===== src/rtl/if_stage.sv =====
// Instruction fetch stage: owns the PC, drives the instruction-memory handshake and the IF/ID register.
// Optional IF_PERF_CNT_EN adds perf_fetched / perf_stall event counters.
module if_stage #(
    parameter logic [31:0] RESET_PC = 32'h0000_0000
) (
    input  logic        clk,
    input  logic        rst,
    input  logic        freeze,
    input  logic        branch_taken,
    input  logic [31:0] branch_addr,
    output logic        imem_req,
    output logic [31:0] imem_addr,
    input  logic        imem_ready,
    input  logic [31:0] imem_rdata,
`ifdef IF_PERF_CNT_EN
    output logic [31:0] perf_fetched,
    output logic [31:0] perf_stall,
`endif
    output logic [31:0] pc_out,
    output logic [31:0] instruction,
    output logic        valid
);

    typedef enum logic [1:0] {
        S_FETCH = 2'd0,
        S_HOLD  = 2'd1,
        S_DROP  = 2'd2
    } state_t;

    state_t      state_q, state_d;
    logic [31:0] pc_q, pc_d;
    logic [31:0] hold_buf_q, hold_buf_d;
    logic [31:0] hold_pc_q, hold_pc_d;
    logic [31:0] drop_addr_q, drop_addr_d;
    logic [31:0] pc_out_q, pc_out_d;
    logic [31:0] instr_q, instr_d;
    logic        valid_q, valid_d;
    logic [31:0] pc_plus4;

    assign pc_plus4 = pc_q + 32'd4;

    // A request in flight is never withdrawn: DROP keeps presenting the abandoned address.
    assign imem_req  = rst && (state_q != S_HOLD);
    assign imem_addr = (state_q == S_DROP) ? drop_addr_q : pc_q;

    assign pc_out      = pc_out_q;
    assign instruction = instr_q;
    assign valid       = valid_q;

    always_comb begin
        // NOTE: every signal gets a default first so no path can infer a latch.
        state_d     = state_q;
        pc_d        = pc_q;
        hold_buf_d  = hold_buf_q;
        hold_pc_d   = hold_pc_q;
        drop_addr_d = drop_addr_q;
        pc_out_d    = pc_out_q;
        instr_d     = instr_q;
        valid_d     = valid_q;

        if (branch_taken) begin
            instr_d = 32'h0;
            valid_d = 1'b0;
            pc_d    = {branch_addr[31:2], 2'b00};
            case (state_q)
                S_FETCH: begin
                    if (!imem_ready) begin
                        drop_addr_d = pc_q;
                        state_d     = S_DROP;
                    end
                end
                S_HOLD:  state_d = S_FETCH;
                default: state_d = S_DROP;
            endcase
        end else begin
            case (state_q)
                S_FETCH: begin
                    if (imem_ready && !freeze) begin
                        pc_out_d = pc_plus4;
                        instr_d  = imem_rdata;
                        valid_d  = 1'b1;
                        pc_d     = pc_plus4;
                    end else if (imem_ready) begin
                        hold_buf_d = imem_rdata;
                        hold_pc_d  = pc_plus4;
                        pc_d       = pc_plus4;
                        state_d    = S_HOLD;
                    end else if (!freeze) begin
                        instr_d = 32'h0;
                        valid_d = 1'b0;
                    end
                end
                S_HOLD: begin
                    if (!freeze) begin
                        pc_out_d = hold_pc_q;
                        instr_d  = hold_buf_q;
                        valid_d  = 1'b1;
                        state_d  = S_FETCH;
                    end
                end
                default: begin
                    instr_d = 32'h0;
                    valid_d = 1'b0;
                    if (imem_ready) state_d = S_FETCH;
                end
            endcase
        end
    end

    // NOTE: sequential state uses non-blocking assignments so all flops update together at the edge.
    always_ff @(posedge clk or negedge rst) begin
        if (!rst) begin
            state_q     <= S_FETCH;
            pc_q        <= RESET_PC;
            hold_buf_q  <= 32'h0;
            hold_pc_q   <= 32'h0;
            drop_addr_q <= 32'h0;
            pc_out_q    <= 32'h0;
            instr_q     <= 32'h0;
            valid_q     <= 1'b0;
        end else begin
            state_q     <= state_d;
            pc_q        <= pc_d;
            hold_buf_q  <= hold_buf_d;
            hold_pc_q   <= hold_pc_d;
            drop_addr_q <= drop_addr_d;
            pc_out_q    <= pc_out_d;
            instr_q     <= instr_d;
            valid_q     <= valid_d;
        end
    end

`ifdef IF_PERF_CNT_EN
    logic [31:0] perf_fetched_q, perf_fetched_d;
    logic [31:0] perf_stall_q, perf_stall_d;
    logic        fetched_inc, stall_inc;

    always_comb begin
        fetched_inc = !branch_taken && !freeze &&
                      (((state_q == S_FETCH) && imem_ready) || (state_q == S_HOLD));
        stall_inc   = freeze || ((state_q == S_FETCH) && !imem_ready);
        perf_fetched_d = perf_fetched_q + {31'h0, fetched_inc};
        perf_stall_d   = perf_stall_q + {31'h0, stall_inc};
    end

    always_ff @(posedge clk or negedge rst) begin
        if (!rst) begin
            perf_fetched_q <= 32'h0;
            perf_stall_q   <= 32'h0;
        end else begin
            perf_fetched_q <= perf_fetched_d;
            perf_stall_q   <= perf_stall_d;
        end
    end

    assign perf_fetched = perf_fetched_q;
    assign perf_stall   = perf_stall_q;
`endif

endmodule

===== config.mk =====
export PLATFORM = sky130hd
export DESIGN_NAME = if_stage
export DESIGN_NICKNAME = d
export VERILOG_FILES = /design/src/rtl/if_stage.sv
export SDC_FILE = /design/constraint.sdc
export NUM_CORES = 1
export LEC_CHECK = 0
export BUFFER_PORTS_ARGS = -buffer_cell sky130_fd_sc_hd__buf_2
export CAP_MARGIN = 25
export CORE_ASPECT_RATIO = 1.4
export CORE_MARGIN = 5
export CORE_UTILIZATION = 56
export CTS_CLUSTER_SIZE = 25
export DETAILED_ROUTE_END_ITERATION = 10
export GPL_ROUTABILITY_DRIVEN = 0
export HOLD_SLACK_MARGIN = 0.05
export PLACE_DENSITY = 0.8
export SLEW_MARGIN = 20
export SYNTH_ARGS = -nofsm -noshare
export SYNTH_HDL_FRONTEND = slang
export SYNTH_SLANG_ARGS = --single-unit

===== constraint.sdc =====
create_clock -name clk -period 2.1 [get_ports clk]
set_input_delay 0.315 -clock clk [delete_from_list [all_inputs] [get_ports clk]]
set_output_delay 0.315 -clock clk [all_outputs]
set_load 0.02 [all_outputs]

==> results of run 1 <==
-- sequential cells by signal, indices dropped and copies added (netlist names) --
register and cells:
drop_addr_q 30, hold_buf_q 32, hold_pc_q 30, instruction 32, pc_out 30, pc_q 30
state_q 2, valid 1
-- path summary, 6_finish.rpt --
path / cells past startpoint / endpoint / from / slack, ps
min in group asynchronous: 2 / pc_out[26] / rst / 320
setup / recovery: 6 / imem_addr[10] / state_q[0] / -80
max in group asynchronous: 3 / pc_q[10] / rst / 890
setup reg to reg: 5 / pc_q[29] / state_q[1] / 90
hold reg to reg: 2 / instruction[22] / instruction[22] / 480
hold / removal: 3 / pc_q[14] / branch_addr[14] / 90
-- logic make-up after synthesis --
group,Yosys count
compound gates,180
xor+xnor,53
fa+ha+maj,1
buf+inv,78
flops,187
mux,100
other cells,1
simple gates,256
-- through the flow --
stage | hold slack, ps | TNS, ps | util | power (mW)
6_report | 94.14 | -1365 | 0.7096 | 11.44
4_1_cts | 76.95 | -989.8 | 0.7074 | 11.47
2_1_floorplan | 19.41 | 0 | - | 6.573
3_3_place_gp | 204.0 | 0 | 0.6397 | 7.395
3_5_place_dp | 205.9 | 0 | 0.6397 | 7.535
5_1_grt | 99.51 | -2769 | 0.7096 | 11.98
-- repair_timing --
| item | 4_1_cts | 5_1_grt |
|---|---|---|
| hold buffers | 1 | 0 |
| endpoints found under the hold margin | 18 | 0 |
| cloned | 4 | 0 |
| buffers inserted | 4 | 0 |
| setup endpoints to repair | 30 | 37 |
| gates resized for setup | 94 | 11 |
-- layout make-up --
type / instances / area (um^2)
Multi-Input combinational cell: 594 / 4096
Sequential cell: 187 / 4681
Fill cell: 1130 / 4657
Clock buffer: 20 / 456.7
Inverter: 4 / 15.01
Clock inverter: 12 / 183.9
Tap cell: 199 / 249.0
Timing Repair Buffer: 226 / 1695
-- placed cells by master (no fill, tap or decap), drive strengths merged, types with 2 or more instances in the layout --
master / instances
nor2b: 2
nor3: 17
mux2i: 4
and2: 3
nor3b: 2
dfrtp: 187
a21oi: 39
xor2: 30
a22oi: 33
mux2: 96
a31oi: 4
clkinvlp: 5
nor4: 7
buf: 224
nand3: 27
clkbuf: 21
inv: 7
o22ai: 5
o21ai: 89
conb: 4
or4: 3
nand4: 9
and4: 5
o31ai: 2
or3: 4
nand2b: 3
xnor2: 23
nand2: 101
bufinv: 4
o211ai: 4
and3: 10
nor2: 61
-- layer usage --
layer	wire, um	track usage	vias up
met3	1573	0.05118	70
met4	966	0.1116	0
li1	-	-	3328
met1	9228	0.3207	3592
met2	12320	0.4454	309
met5	0	0	-
-- worst max-delay path, stage by stage (launching register included) --
cell and delay [ps]:
dfrtp_1 390, buf_6 130, nor2b_4 140, buf_8 160, buf_16 160, mux2_4 310, buf_6 130
-- power breakdown --
group	internal, mW	switching (mW)
Clock	2.07	1.41
Sequential	4.42	0.473
Combinational	1.49	1.58
Total	7.98	3.47
==> metrics, run 1 <==
Setup WS pre-CTS 90.89 ps; final setup margin -75.96 ps; WP data required 1780 ps; Final Hold Viols 0; Synth Flop Type dfrtp_1; #FFs+latches synth 187; DRT Pass-1 Iters 5; critical path type flop to output port; post-synthesis area per instance about 11 um^2; largest area contributor in the netlist dfrtp_1; clk slew on worst S/H paths 70 ps; CTS Buffer Depth 2; initial antenna violation count 0; placed inst area 0.01026 mm^2; XOR/XNOR share of the synthesized area 0.05146; Final setup viols 26; non-filler cells, final 1,242; htree depth 4; largest family of logic cells by synthesized area simple AND/OR/NAND/NOR gates; Die Wd 117.3 um; DRT iter0 DRCs 659; Via density 5.877; share of layout cells above drive strength 1 0.3624; unrepaired setup endpoints after global routing true; hpwl dp 15,520 um; drt total wl about 24,000 um; first-pass GRT wire length 38,810 um; Die Area 0.01878 mm^2; pin count of the biggest net entering global routing 110; Max-cap violations 0; CP max FO 8; Tightest Pin Transition 600.1 ps; Initial Util 0.5625; Congestion Overflow GR 0; Port Buf Inserts 160; cell area power density 1006 mW/mm^2; post-synthesis cell type count between 50 and 60; HP Class input pin to flop; drc violations 0; Ys Warns 0; via count 7,299; count leader, synth dfrtp_1; DIE HEIGHT about 160 um; endpoint class of the critical path output port; Post-synth EDFFs 0; Tot GR Track Use 0.2627; fin nets 1,100; startpoint types flop; worst skew pair latency approximately 430 ps; Max Fclk roughly 0.46 GHz; clk sink count 187; status finished, violations left; top cells by area, synth dfrtp_1, mux2_2, nand2_1, o21ai_0, xor2_1; area fraction of the dominant cell type after synthesis 0.5188; standard-cell rows 55; vias in the first global route ~7,500; area share of fa/ha/maj cells after synthesis 0.001387; dpl cells 1,201; Rel. slew slack 0.6000; leak pwr 5.148 nW; Layout area overhead 26.13%; Post-Syn Area 0.009020 mm^2; post-synthesis mux area share 0.1243; failing checks negative setup slack; clk_skew 10.28 ps; synth cell count leaders dfrtp_1, nand2_1, mux2_2; ys async rst share 1.000; fin. max-slew vios 0; Final Cycle Share 1.036; CTS Root Buffer Type clkbuf_16; n_diodes 0; routed len/inst 19.39 um; Gate Count Post-Synth ~860; Synth Area in Compound Gates 0.1135; total CTS buffers 17; Final ANT Viol Nets 0; Finished Cell Area 0.01138 mm^2; crit path DAT 1860 ps; CTS tree done; io pins 167; register area share after synthesis 0.5188; post-layout min period 2176 ps; core area 0.01603 mm^2; maximum vdd drop 0.6832 mV; simple-gate portion of the synthesized area 0.1445
Note: power is estimated with default switching activity, not from simulation.
==> run 2: changes to the inputs <==
- SETUP_SLACK_MARGIN: unset -> 0.05
==> run 2 against run 1 <==
Clock skew is 1.3 ps lower. Register-to-register slack better by 30 ps. Largest cell class unchanged. Utilization is 0.56 points higher. Flip-flop and latch count did not move. Count of clock-buffer cells in the layout did not move. Sequential power hardly changed. Largest power group unchanged. Critical path depth is the same. Combinational power grew 2%. Global-route usage is 0.50 points higher. Sequential share of layout area is 0.31 points lower. Routed wire length rose by 4.0%. The run still ends with negative setup slack left.
==> metrics, run 2 (same netlist as run 1, synthesis figures left out) <==
FF-to-FF setup slack 120 ps; pin count of the biggest net entering global routing 110; busiest grt layer met2; CP max FO 8; Die Area 0.01878 mm^2; vias in the first global route 7,576; Initial Util 0.5625; CTS Buffer Depth 2; Final Hold Viols 0; via count 7,446; CTS tree done; Port Buf Inserts 160; final setup margin -79.30 ps; status finished, violations left; met2 usage 0.4511; Final ANT Viol Nets 0; commonest cells after routing, fill and taps aside dfrtp_1, buf_2, nand2_1; Layout area overhead 27.13%; met3 usage in global routing 0.05534; hpwl dp 15,520 um; CTS Root Buffer Type clkbuf_16; clk slew on worst S/H paths 70 ps; clk sink count 187; Via density 5.981; worst hold endpoint pc_q[12]; core area 0.01603 mm^2; cell area power density 1005 mW/mm^2; clk_skew between 9 and 10 ps; DRT Pass-1 Iters 6; Final setup viols 28; DIE HEIGHT 160.2 um; first-pass GRT wire length 39,440 um; failing checks negative setup slack; standard-cell rows 55; startpoint types flop; Rel. slew slack 0.5506; leak pwr 5.176 nW; drt total wl 25,050 um; Die Wd 117.3 um; Reg-to-Reg End hold_pc_q[27]; met1 usage 0.3262; post-layout min period 2179 ps; Congestion Overflow GR 0; fin nets between 1,000 and 1,500; worst r2r path cells 6; n_diodes 0; routed len/inst 20.12 um; Max Fclk 0.4589 GHz; total CTS buffers 17; Finished Cell Area ~0.011 mm^2; fin. max-slew vios 0; initial antenna violation count 0; worst hold path stage count 3; Final Hold Slack 98.97 ps; drc violations 0; io pins 167; WP data required 1780 ps; DRT iter0 DRCs 645; Tightest Pin Transition 668.0 ps; Final Cycle Share 1.038; Fill cells 1,110; worst skew pair latency 430 ps; critical path type flop to output port; unrepaired setup endpoints after global routing true; RR Startpoint state_q[1]; Tot GR Track Use 0.2677; maximum vdd drop 0.6831 mV; HP Class input pin to flop; placed inst area 0.01026 mm^2; Hold Startpoint branch_addr[12]; crit path DAT 1860 ps; Max-cap violations 0; most common cell after layout, fill and taps aside dfrtp_1; share of layout cells above drive strength 1 0.3690; endpoint class of the critical path output port; htree depth 4
-- run 2: through the flow --
stage,instances,TNS [ps],setup slack (ps),util,total power [mW]
floorplan,859,0,157.9,-,6.573
global placement,1201,0,138.1,0.6397,7.395
detailed placement,1201,0,90.89,0.6397,7.535
CTS,1242,-994.0,-59.56,0.7082,11.48
global route,1245,-3050,-131.3,0.7152,12.04
finish,1245,-1517,-79.30,0.7152,11.52
-- run 2: worst max-delay path by stage --
| stage | start | to | slack [ps] | cells after the start |
|---|---|---|---|---|
| after floorplan | state_q[1] | imem_addr[10] | 160 | 5 |
| after global placement | pc_q[10] | pc_out[30] | 140 | 5 |
| after detailed placement | imem_ready | pc_q[9] | 90 | 6 |
| after CTS | state_q[0] | imem_addr[10] | -60 | 6 |
| after global routing | state_q[0] | imem_addr[10] | -130 | 6 |
| final | state_q[0] | imem_addr[14] | -80 | 6 |
-- run 2: worst max-delay path, stage by stage (launching register included) --
cell and delay (ps):
dfrtp_1 390, buf_6 130, nor2b_4 140, buf_8 170, buf_16 160, mux2_4 310
buf_6 130
-- run 2: cell type report --
cell class                 count  area (um^2)  area share
multi-input combinational    594         4128      0.3600
tap                          199        249.0     0.02171
timing repair buffer         229         1753      0.1529
clock inverter                12        183.9     0.01604
inverter                       4        15.01    0.001309
sequential                   187         4682      0.4083
clock buffer                  20        456.7     0.03983
-- run 2: power breakdown --
group / internal (mW) / switching (mW) / leakage (nW)
sequential: 4.42 / 0.489 / 2.31
combinational: 1.52 / 1.62 / 2.57
clock: 2.07 / 1.41 / 0.296
total: 8.00 / 3.52 / 5.18
-- run 2: routing by layer --
layer | routed length [um] | part of all wire
met5 | 0 | 0
met1 | 9520 | 0.38
met4 | 891 | 0.036
met3 | 1655 | 0.066
met2 | 12990 | 0.52
-- run 2: timing repair --
action | CTS | global route
pin swaps | 0 | 1
hold buffers | 1 | 0
resized for setup | 98 | 21
setup buffers | 4 | 3
setup endpoints to repair | 30 | 60
hold endpoints to repair | 18 | 0
gates cloned | 4 | 0
==> run 3: changes to the inputs <==
- BUFFER_PORTS_ARGS: -buffer_cell sky130_fd_sc_hd__buf_2 -> -buffer_cell sky130_fd_sc_hd__buf_4
==> run 3 against run 2 <==
The run still ends with negative setup slack left. First-iteration DRC count increased by 9.1%. Routed wire length decreased by 7.9%. Hold slack got worse by 7.1 ps. Sequential power about the same. Worst setup slack got worse by 15 ps. Final cell count decreased by 0.48%. Clock skew decreased by 2.1 ps. Utilization increased by 0.52 points. Global-route usage decreased by 1.7 points. Final area increased by 0.73%. Register-to-register slack got worse by 40 ps. Non-clock buffer count decreased by 5. Critical path type unchanged. Critical endpoint unchanged. Highest routed layer unchanged.
==> metrics, run 3 (same netlist as run 1, synthesis figures left out) <==
status finished, violations left; failing checks negative setup slack; Hold Startpoint branch_addr[14]; Reg area 0.004682 mm^2; clock power share 0.282; total CTS buffers 17; DRT iter0 DRCs 704; first-pass GRT wire length 37,000 um; worst hold endpoint pc_q[14]; Final Hold Slack around 92 ps; Port Buf Inserts 160; unrepaired setup endpoints after global routing true; standard-cell rows 55; fin. max-slew vios 0; Power Total 11.12 mW; routed len/inst about 19 um; share of layout cells above drive strength 1 0.3663; commonest cells after routing, fill and taps aside dfrtp_1, buf_4, nand2_1; Sw Pwr 3.381 mW; P_int between 7 and 8 mW; Max-cap violations 0; drc violations 0; leak pwr 5.152 nW; hpwl dp between 15,000 and 20,000 um; FF-to-FF setup slack approximately 80 ps; placed inst area 0.01063 mm^2; clk sink count 187; Reg-to-Reg End pc_q[27]; Initial Util 0.5625; worst r2r path cells 5; clk_skew about 6.9 ps; via count 7,165; Tightest Pin Transition 533.7 ps; fin nets about 1,100; Comb pwr share 0.279; worst skew pair latency around 430 ps; RR Startpoint state_q[1]; Finished Cell Area roughly 0.012 mm^2; CP max FO 8; crit path DAT 1880 ps; CTS Buffer Depth 2; maximum vdd drop 0.6209 mV; drt total wl 23,080 um; DRT Pass-1 Iters 5; WP data required 1780 ps; Seq pwr share 0.439; core area ~0.016 mm^2; Multi-input gate area 0.004089 mm^2; Switching Share 0.3042; Rel. slew slack 0.6442; cell area power density around 960 mW/mm^2; htree depth 4; Fill cells around 1,100; pin count of the biggest net entering global routing 97; post-layout min period 2195 ps; Die Wd between 100 and 150 um; Max Fclk 0.4556 GHz; Congestion Overflow GR 0; worst hold path stage count 3; Final Hold Viols 0; vias in the first global route between 7,000 and 8,000; endpoint class of the critical path output port; Die Area 0.01878 mm^2; DIE HEIGHT 160.2 um; Layout area overhead 28.06%; Final ANT Viol Nets 0; n_diodes 0; CTS tree done; Final setup viols 26; critical path type flop to output port; clk slew on worst S/H paths 70 ps; Tot GR Track Use 0.2506; Via density 5.783; io pins 167; CTS Root Buffer Type clkbuf_16; HP Class input pin to flop; startpoint types flop; most common cell after layout, fill and taps aside dfrtp_1; Final Cycle Share 1.045; Final Util 0.7204; initial antenna violation count 0; final setup margin -94.77 ps
## run 3: critical path: stages (launching register included)
cell     delay [ps]
dfrtp_1         390
buf_6           130
nor2b_4         170
buf_6           150
buf_12          150
mux2_4          320
buf_6           130
## run 3: power by group through the flow
stage / Sequential (mW) / Combinational (mW) / Clock [mW]
2_1_floorplan: 5.02 / 1.55 / 0
3_3_place_gp: 4.88 / 2.74 / 0
3_5_place_dp: 4.93 / 2.80 / 0
4_1_cts: 4.87 / 3.03 / 3.17
5_1_grt: 4.98 / 3.34 / 3.33
6_report: 4.88 / 3.10 / 3.13
## run 3: final cells by class
type,instances,share of cell area
clock inverter,10,0.007799
multi-input combinational,594,0.3540
clock buffer,21,0.04159
sequential,187,0.4053
timing repair buffer,224,0.1684
tap,199,0.02156
inverter,4,0.001300
## run 3: how the worst max path moves through the flow
| stage | start | endpoint | slack [ps] | cells after the start |
|---|---|---|---|---|
| 3_3_place_gp | imem_ready | pc_q[22] | 130 | 6 |
| 2_1_floorplan | state_q[1] | imem_addr[10] | 160 | 5 |
| 4_1_cts | state_q[0] | imem_addr[15] | -130 | 7 |
| 5_1_grt | state_q[0] | imem_addr[14] | -120 | 6 |
| 6_report | state_q[0] | imem_addr[14] | -90 | 6 |
| 3_5_place_dp | imem_ready | pc_q[9] | 120 | 6 |
## run 3: repair_timing
action | CTS | global route
hold endpoints to repair | 187 | 0
pin swaps | 0 | 1
hold buffers | 1 | 0
gates resized for setup | 34 | 35
endpoints found under the setup margin | 31 | 43
gates cloned | 3 | 1
buffers inserted | 6 | 0
## run 3: routing by layer
metal	vias to the layer above	part of all wire	global-route usage
li1	3323	-	-
met1	3550	0.40	0.3229
met2	250	0.52	0.4217
met3	42	0.061	0.04738
met4	0	0.022	0.08086
met5	-	0	0
## run 3: through the flow
step / TNS, ps / std cells / worst slack, ps
floorplan: 0 / 859 / 157.9
global placement: 0 / 1199 / 131.1
detailed placement: 0 / 1199 / 117.3
CTS: -2266 / 1240 / -125.2
global route: -2375 / 1239 / -121.9
finish: -1449 / 1239 / -94.77
